[src/rtl/pipeline_types_pkg.sv]
// pipeline_types_pkg: shared types and constants for the pipeline latch set.
//   pstage_op_t         - per-register operation chosen each edge
//   PIPE_STAGES_DEFAULT - default number of inter-stage registers
package pipeline_types_pkg;

  localparam int unsigned PIPE_STAGES_DEFAULT = 4;

  // BUBBLE and CLEAR produce the same register value; they are kept distinct
  // so the source of an empty slot (stall vs flush) stays visible in waves.
  typedef enum logic [1:0] {
    LOAD   = 2'd0,
    HOLD   = 2'd1,
    BUBBLE = 2'd2,
    CLEAR  = 2'd3
  } pstage_op_t;

endpackage

[src/rtl/pipe_stage_reg.sv]
// pipe_stage_reg: one inter-stage register (DATA_W payload plus valid bit).
// Ports:
//   CLK, RST     - clock, synchronous active-high reset
//   op_i         - LOAD / HOLD / BUBBLE / CLEAR for this edge
//   src_data_i   - payload loaded on LOAD
//   src_valid_i  - valid loaded on LOAD
//   data_o       - registered payload
//   valid_o      - registered valid
module pipe_stage_reg
  import pipeline_types_pkg::*;
#(
  parameter int unsigned DATA_W = 256
) (
  input  logic              CLK,
  input  logic              RST,
  input  pstage_op_t        op_i,
  input  logic [DATA_W-1:0] src_data_i,
  input  logic              src_valid_i,
  output logic [DATA_W-1:0] data_o,
  output logic              valid_o
);

  logic [DATA_W-1:0] data_d, data_q;
  logic              valid_d, valid_q;

  always_comb begin
    data_d  = data_q;
    valid_d = valid_q;
    unique case (op_i)
      LOAD: begin
        data_d  = src_data_i;
        valid_d = src_valid_i;
      end
      HOLD: begin
        data_d  = data_q;
        valid_d = valid_q;
      end
      BUBBLE, CLEAR: begin
        data_d  = '0;
        valid_d = 1'b0;
      end
      default: begin
        data_d  = data_q;
        valid_d = valid_q;
      end
    endcase
  end

  always_ff @(posedge CLK) begin
    if (RST) begin
      data_q  <= '0;
      valid_q <= 1'b0;
    end else begin
      data_q  <= data_d;
      valid_q <= valid_d;
    end
  end

  assign data_o  = data_q;
  assign valid_o = valid_q;

endmodule

[src/rtl/pipeline_stage_array.sv]
// pipeline_stage_array: NSTAGES inter-stage registers with load/hold/bubble/clear
// control from a global advance qualifier, global freeze, and per-register
// stall and flush vectors. Register 0 is nearest fetch.
// Ports:
//   CLK, RST          - clock, synchronous active-high reset
//   advance           - memory-hit qualifier; nothing moves while low
//   freeze            - hold every register
//   stall[i]          - bubble into register i, hold registers below i
//   flush[i]          - clear register i this edge (beats everything but RST)
//   in_data/in_valid  - source for register 0
//   stage_data/valid  - registered contents of every register
//   perf_clr          - zero the performance counters
//   perf_*_cnt        - saturating advance / stall / flush counters
// Build option: define PIPE_PERF_EN to build the counters; otherwise the
// counter outputs are tied to 0 and perf_clr is ignored.
module pipeline_stage_array
  import pipeline_types_pkg::*;
#(
  parameter int unsigned NSTAGES = PIPE_STAGES_DEFAULT,
  parameter int unsigned DATA_W  = 256,
  parameter int unsigned CNT_W   = 32
) (
  input  logic                            CLK,
  input  logic                            RST,
  input  logic                            advance,
  input  logic                            freeze,
  input  logic [NSTAGES-1:0]              stall,
  input  logic [NSTAGES-1:0]              flush,
  input  logic [DATA_W-1:0]               in_data,
  input  logic                            in_valid,
  output logic [NSTAGES-1:0][DATA_W-1:0]  stage_data,
  output logic [NSTAGES-1:0]              stage_valid,
  input  logic                            perf_clr,
  output logic [CNT_W-1:0]                perf_adv_cnt,
  output logic [CNT_W-1:0]                perf_stall_cnt,
  output logic [CNT_W-1:0]                perf_flush_cnt
);

  localparam int unsigned IdxW = (NSTAGES > 1) ? $clog2(NSTAGES) : 1;

  logic                           moving;
  logic                           stall_any;
  logic [IdxW-1:0]                stall_idx;
  pstage_op_t                     op [NSTAGES];
  logic [NSTAGES-1:0][DATA_W-1:0] src_data;
  logic [NSTAGES-1:0]             src_valid;

  assign moving    = advance & ~freeze;
  assign stall_any = |stall;

  // Priority encoder: highest set stall bit wins, lower ones are subsumed.
  always_comb begin
    stall_idx = '0;
    for (int i = 0; i < int'(NSTAGES); i++) begin
      if (stall[i]) stall_idx = IdxW'(i);
    end
  end

  always_comb begin
    for (int i = 0; i < int'(NSTAGES); i++) begin
      op[i] = LOAD;
      if (flush[i]) begin
        op[i] = CLEAR;
      end else if (!moving) begin
        op[i] = HOLD;
      end else if (stall_any && (IdxW'(i) == stall_idx)) begin
        op[i] = BUBBLE;
      end else if (stall_any && (IdxW'(i) < stall_idx)) begin
        op[i] = HOLD;
      end else begin
        op[i] = LOAD;
      end
    end
  end

  for (genvar g = 0; g < NSTAGES; g++) begin : g_stage
    if (g == 0) begin : g_src_in
      assign src_data[g]  = in_data;
      assign src_valid[g] = in_valid;
    end else begin : g_src_prev
      assign src_data[g]  = stage_data[g-1];
      assign src_valid[g] = stage_valid[g-1];
    end

    pipe_stage_reg #(
      .DATA_W (DATA_W)
    ) u_reg (
      .CLK         (CLK),
      .RST         (RST),
      .op_i        (op[g]),
      .src_data_i  (src_data[g]),
      .src_valid_i (src_valid[g]),
      .data_o      (stage_data[g]),
      .valid_o     (stage_valid[g])
    );
  end

`ifdef PIPE_PERF_EN
  logic [CNT_W-1:0] adv_cnt_q, stall_cnt_q, flush_cnt_q;

  // perf_clr shares the reset branch so it overrides any same-cycle increment.
  always_ff @(posedge CLK) begin
    if (RST || perf_clr) begin
      adv_cnt_q   <= '0;
      stall_cnt_q <= '0;
      flush_cnt_q <= '0;
    end else begin
      if (moving && (adv_cnt_q != '1)) adv_cnt_q <= adv_cnt_q + 1'b1;
      if (moving && stall_any && (stall_cnt_q != '1)) stall_cnt_q <= stall_cnt_q + 1'b1;
      if ((|flush) && (flush_cnt_q != '1)) flush_cnt_q <= flush_cnt_q + 1'b1;
    end
  end

  assign perf_adv_cnt   = adv_cnt_q;
  assign perf_stall_cnt = stall_cnt_q;
  assign perf_flush_cnt = flush_cnt_q;
`else
  logic unused_perf_clr;
  assign unused_perf_clr = perf_clr;

  assign perf_adv_cnt   = '0;
  assign perf_stall_cnt = '0;
  assign perf_flush_cnt = '0;
`endif

endmodule

[config.mk]
export PLATFORM = sky130hd
export DESIGN_NAME = pipeline_stage_array
export DESIGN_NICKNAME = d
export VERILOG_FILES = /design/src/rtl/pipeline_types_pkg.sv /design/src/rtl/pipe_stage_reg.sv /design/src/rtl/pipeline_stage_array.sv
export SDC_FILE = /design/constraint.sdc
export NUM_CORES = 2
export LEC_CHECK = 0
export CORE_AREA = 8 8 537 539
export CTS_BUF_LIST = sky130_fd_sc_hd__clkbuf_2 sky130_fd_sc_hd__clkbuf_4 sky130_fd_sc_hd__clkbuf_8
export CTS_CLUSTER_DIAMETER = 50
export CTS_CLUSTER_SIZE = 14
export DETAILED_ROUTE_END_ITERATION = 6
export DIE_AREA = 0 0 545 547
export PLACE_DENSITY = 0.3
export SKIP_LAST_GASP = 1
export SLEW_MARGIN = 40
export SYNTH_ARGS = -nofsm -noshare
export SYNTH_HDL_FRONTEND = slang
export SYNTH_HIERARCHICAL = 1
export SYNTH_SLANG_ARGS = --single-unit
[constraint.sdc]
create_clock -name CLK -period 5 [get_ports CLK]
set_clock_uncertainty 0.15 [all_clocks]
set_input_delay 1.5 -clock CLK [delete_from_list [all_inputs] [get_ports CLK]]
set_output_delay 1.5 -clock CLK [all_outputs]
set_load 0.02 [all_outputs]
# Word-level counts from Yosys, hierarchy flattened
# Cells that the tools add are included.
# word_totals
input_bits	270
elab_cells	74
out_inout_bits	1124
ff_bits	1028
# classes
muxes	27
n_reduce_logical	18
n_eq_ne	15
order_cmp	4
bitwise	2
# op_table
operator	n
256-bit case mux with 2 select lines	4
2-bit two-way mux	14
2-bit == test, second input constant	8
2-bit logical NOT	5
2-bit by 1-bit == test with 1-bit output, second input constant	4
1-bit logical AND	8
1-bit case mux with 2 select lines	4
2-bit OR reduction	4
1-bit two-way mux	5
2-bit == test, first input constant	2
1-bit by 2-bit less-than comparator with 1-bit output, first input constant	2
2-bit less-than comparator, first input constant	2
4-bit OR reduction	1
1-bit by 2-bit == test with 1-bit output, first input constant	1
1-bit AND	1
1-bit inverter	1

# Depth between registers and ports, before layout
# depth
depth_word	12
depth_mapped	7
ltp_nobuf	4

# Modules after synthesis
# The synthesis kept the hierarchy.
# modules_own_cells
mod	instances	area_per_inst_um2	seq_area_each_um2	cells_each
pipe_stage_reg	4	9272.6	5144.9	830
pipeline_stage_array	1	825.8	0.0	110

# Worst setup path before layout
# Ideal clock, no wire load.
# synth_timing
path_kind	input port to flip-flop
start	input port stall[3]
end	register g_stage[2].u_reg.data_q[100]
setup_ps	114
path_buffers	3
arrival_time_ps	2652
required_time_ps	4736
setup_slack_ps	2084
cell_stages	6
path_cell_list	or4b_1 buf_4 buf_6 buf_4 mux2i_1 nor2_1
# synth_between
elab_chain_cells	10
word_cells_on_any_way	16
classes_between	order compare: 1; eq/ne: 4; mux: 6; reduce/logical: 5
# synth_rtl
element	line_no	source
start: declaration	pipeline_stage_array.sv:27	input logic [NSTAGES-1:0] stall,
2-bit two-way mux	pipeline_stage_array.sv:55	if (stall[i]) stall_idx = IdxW'(i);
2-bit less-than comparator	pipeline_stage_array.sv:68	end else if (stall_any && (IdxW'(i) < stall_idx)) begin
1-bit logical AND	pipeline_stage_array.sv:68	
1-bit two-way mux	pipeline_stage_array.sv:68	
2-bit two-way mux (*)	pipeline_stage_array.sv:66	end else if (stall_any && (IdxW'(i) == stall_idx)) begin
2-bit two-way mux (*)	pipeline_stage_array.sv:64	end else if (!moving) begin
2-bit two-way mux (*)	pipeline_stage_array.sv:62	if (flush[i]) begin
2-bit == test	pipe_stage_reg.sv:29	unique case (op_i)
2-bit OR reduction	pipe_stage_reg.sv:29	
256-bit case mux with 2 select lines	pipe_stage_reg.sv:29	
end signal: assignment	pipe_stage_reg.sv:54	data_q <= data_d;
end: declaration	pipe_stage_reg.sv:23	logic [DATA_W-1:0] data_d, data_q;
# Mark *: on every way between the ends. The rest lies on a longest branch, timed or not.
# A chain may end at the register's enable or synchronous reset.

# Worst setup path after layout
# layout_timing
start	register g_stage[2].u_reg.data_q[123]
end	output port stage_data[635] (netlist name)
# layout_rtl
element	line_no	source
end: declaration	pipeline_stage_array.sv:31	output logic [NSTAGES-1:0][DATA_W-1:0] stage_data,
# No word-level cell between the ends.

==> run metrics <==
power density relative to cell area=320.3 nW/um^2; status=complete, no violations; max-cap violations=0; library cell contributing the largest single delay on the critical path=clkdlybuf4s50_1; number of vias in the routed layout=29,370; DP Cell Count=8,340; critical-path maximum fanout=3; relative slew slack=0.4628; vias in the first global route=between 30,000 and 40,000; kind of path behind the tightest hold check=reg -> reg; total setup violations reported at the end of the flow=0; number of sinks on the clock net=between 1,000 and 1,500; Longest Clk Path Bufs=4; clock period minus final worst setup slack=between 3 and 4 ns; global route total overflow=0; part of the Yosys area used for sequential elements=0.5428; largest cells by area after synthesis=dfxtp_1 54%, mux2i_1 27%, nor2_1 10%; Avg WL per Cell=about 25 um; Setup Buffers After CTS=0; Final Instance Count excl. Fillers=around 8,700; leakage power summed over all cells=roughly 27 nW; IO buf count=around 1,300; maximum clock frequency=253.7 MHz; fraction of final layout cells sized beyond drive strength 1=0.09544; Core Area=between 200,000 and 300,000 sq um; first-pass GRT wire length=roughly 290,000 um; synthesis-stage register bit count=1,028; pre-CTS WS=roughly 0.83 ns; final hold viol count=0; kind of critical path=reg -> out; post-synthesis average cell area=~11 sq um; Yosys top cell by area=dfxtp_1; critical path data required time=approximately 3.4 ns; share of Yosys cell area claimed by the top area cell type=0.5428; pin count of the biggest net entering global routing=100; number of buffers created by CTS=195; Die Y-Extent=approximately 550 um; die boundary width=~550 um; total of warnings raised by yosys=6; Worst Path Buf+Inv=1; IO Pins=about 1,400; CP Capture Type=output pin; setup TNS=0 ns; sum of routed wire length over all layers=approximately 220,000 um; antenna violations before repair=36; Area Growth Syn to Fin=54.60%; setup ws final=1.059 ns; layout net count=~5,100; clock input transition at the sequential cells of the worst setup and hold paths=about 0.080 ns; number of hold buffers added after cts=0; gate count after technology mapping=between 3,000 and 4,000; clock insertion delay at the later pin of the skew report=slightly above 0.9 ns; critical path data arrival time=between 2 and 2.5 ns; drt pass-1 iters=6; crit-path leading delay family=buffers and inverters; CP Launch Type=flop; library cell used as clock root buffer=clkbuf_8; HPWL after DPL=about 170,000 um; number of nets with antenna violations after routing=0; biggest cell delay along the critical path=around 0.77 ns; DR iter-0 viols=roughly 1,100; Netlist cell types=18; highest ir drop seen on vdd=0.1879 mV; Initial Utilization=0.1353; number of fill cells in the layout=between 30,000 and 40,000; setup repair after global routing missed its margin=no; area enclosed by the die boundary=~300,000 sq um; portion of the clock cycle consumed by the worst path in the final layout=0.7882; Tightest Pin Transition=between 0.8 and 0.9 ns; TritonCTS clock tree=done; H-tree Lvls=4; detailed-route vias per instance=between 3 and 4; hold_ws=between 0.3 and 0.4 ns; global-route usage over all layers=0.1372; final weighted congestion in routability-driven placement=0.7634; number of rows created at floorplan=approximately 200; final count of pins violating max slew=0; post-cts sizing count=0; remaining routing DRC violations=0; reg-to-reg slack, setup=slightly below 4 ns; netlist area before placement=roughly 38,000 sq um; cell-by-cell trace of the critical path=clkdlybuf4s50_1
[Yosys cell counts, drive strengths merged]
cell / count
a41o: 1
dfxtp: 1028
nand2b: 1
clkbuf: 8
inv: 3
nand3b: 1
nor4b: 1
or4b: 1
buf: 320
or2: 4
a31o: 2
mux2i: 1028
nand2: 1
nor2: 1029
a21o: 1
conb: 1
[metrics by stage]
step | utilization | area (sq um) | total power (W)
2_1_floorplan | - | 38270 | 0.008896
3_5_place_dp | 0.1929 | 54060 | 0.009211
3_3_place_gp | 0.1927 | 54020 | 0.009210
4_1_cts | 0.2089 | 58560 | 0.01932
6_report | 0.2091 | 58620 | 0.01878
5_1_grt | 0.2090 | 58600 | 0.01966
[routing by layer]
| layer | wire (um) | part of all wire | GRT usage |
|---|---|---|---|
| met3 | 27690 | 0.13 | 0.07958 |
| met5 | 253 | 0.0012 | 0 |
| met1 | 84050 | 0.39 | 0.1518 |
| met2 | 97010 | 0.45 | 0.2213 |
| met4 | 7157 | 0.033 | 0.04310 |
[registers in the layout, summed over array words and instances (netlist names)]
signal	count
g_stage.u_reg/valid_o	4
g_stage.u_reg/data_o	1024
[path summary, 6_finish.rpt]
check	start	endpoint	cells past startpoint
hold reg to reg	g_stage[3].u_reg/data_o[2]$_SDFFE_PP0P_	g_stage[3].u_reg/data_o[2]$_SDFFE_PP0P_	2
setup reg to reg	g_stage[2].u_reg/data_o[123]$_SDFFE_PP0P_	g_stage[3].u_reg/data_o[123]$_SDFFE_PP0P_	2
hold / removal	g_stage[3].u_reg/data_o[2]$_SDFFE_PP0P_	g_stage[3].u_reg/data_o[2]$_SDFFE_PP0P_	2
setup / recovery	g_stage[2].u_reg/data_o[123]$_SDFFE_PP0P_	stage_data[635]	1
[cell families (layout without fill, tap and decap cells)]
family	count (synthesis)	after routing	synth area share
other	1	110	0.00009890
buffers and inverters	331	1762	0.08095
multiplexers	1028	1028	0.2714
flip-flops	1028	1028	0.5428
AND/OR/NAND/NOR	1038	1038	0.1039
AO/OA/AOI/OAI	4	4	0.0009241
[power by group]
group          total, W  switching [W]  internal (W)
combinational  0.000802       0.000462      0.000340
sequential      0.00820     0.00000633       0.00819
clock           0.00977        0.00432       0.00545
total            0.0188        0.00479        0.0140
[layout make-up]
cell class	count	area, sq um	area share
Antenna cell	14	35.03	0.0005976
Tap cell	3743	4683	0.07989
Timing Repair Buffer	1401	14160	0.2415
Clock inverter	101	1144	0.01951
Inverter	3	11.26	0.0001921
Multi-Input combinational cell	2166	14660	0.2501
Clock buffer	257	3349	0.05714
Sequential cell	1028	20580	0.3511
[layout by cell type (no fill, tap or decap), drive strengths merged]
cell type and n:
conb 96, a21o 1, bufinv 19, clkdlybuf4s50 1296, nor2 1029, a41o 1
inv 14, buf 105, diode 14, clkinvlp 12, clkinv 59, nor4b 1
mux2i 1028, a31o 2, or2 4, or4b 1, clkbuf 257, nand2b 1
nand3b 1, dfxtp 1028, nand2 1
Note: power is estimated with default switching activity, not from simulation.
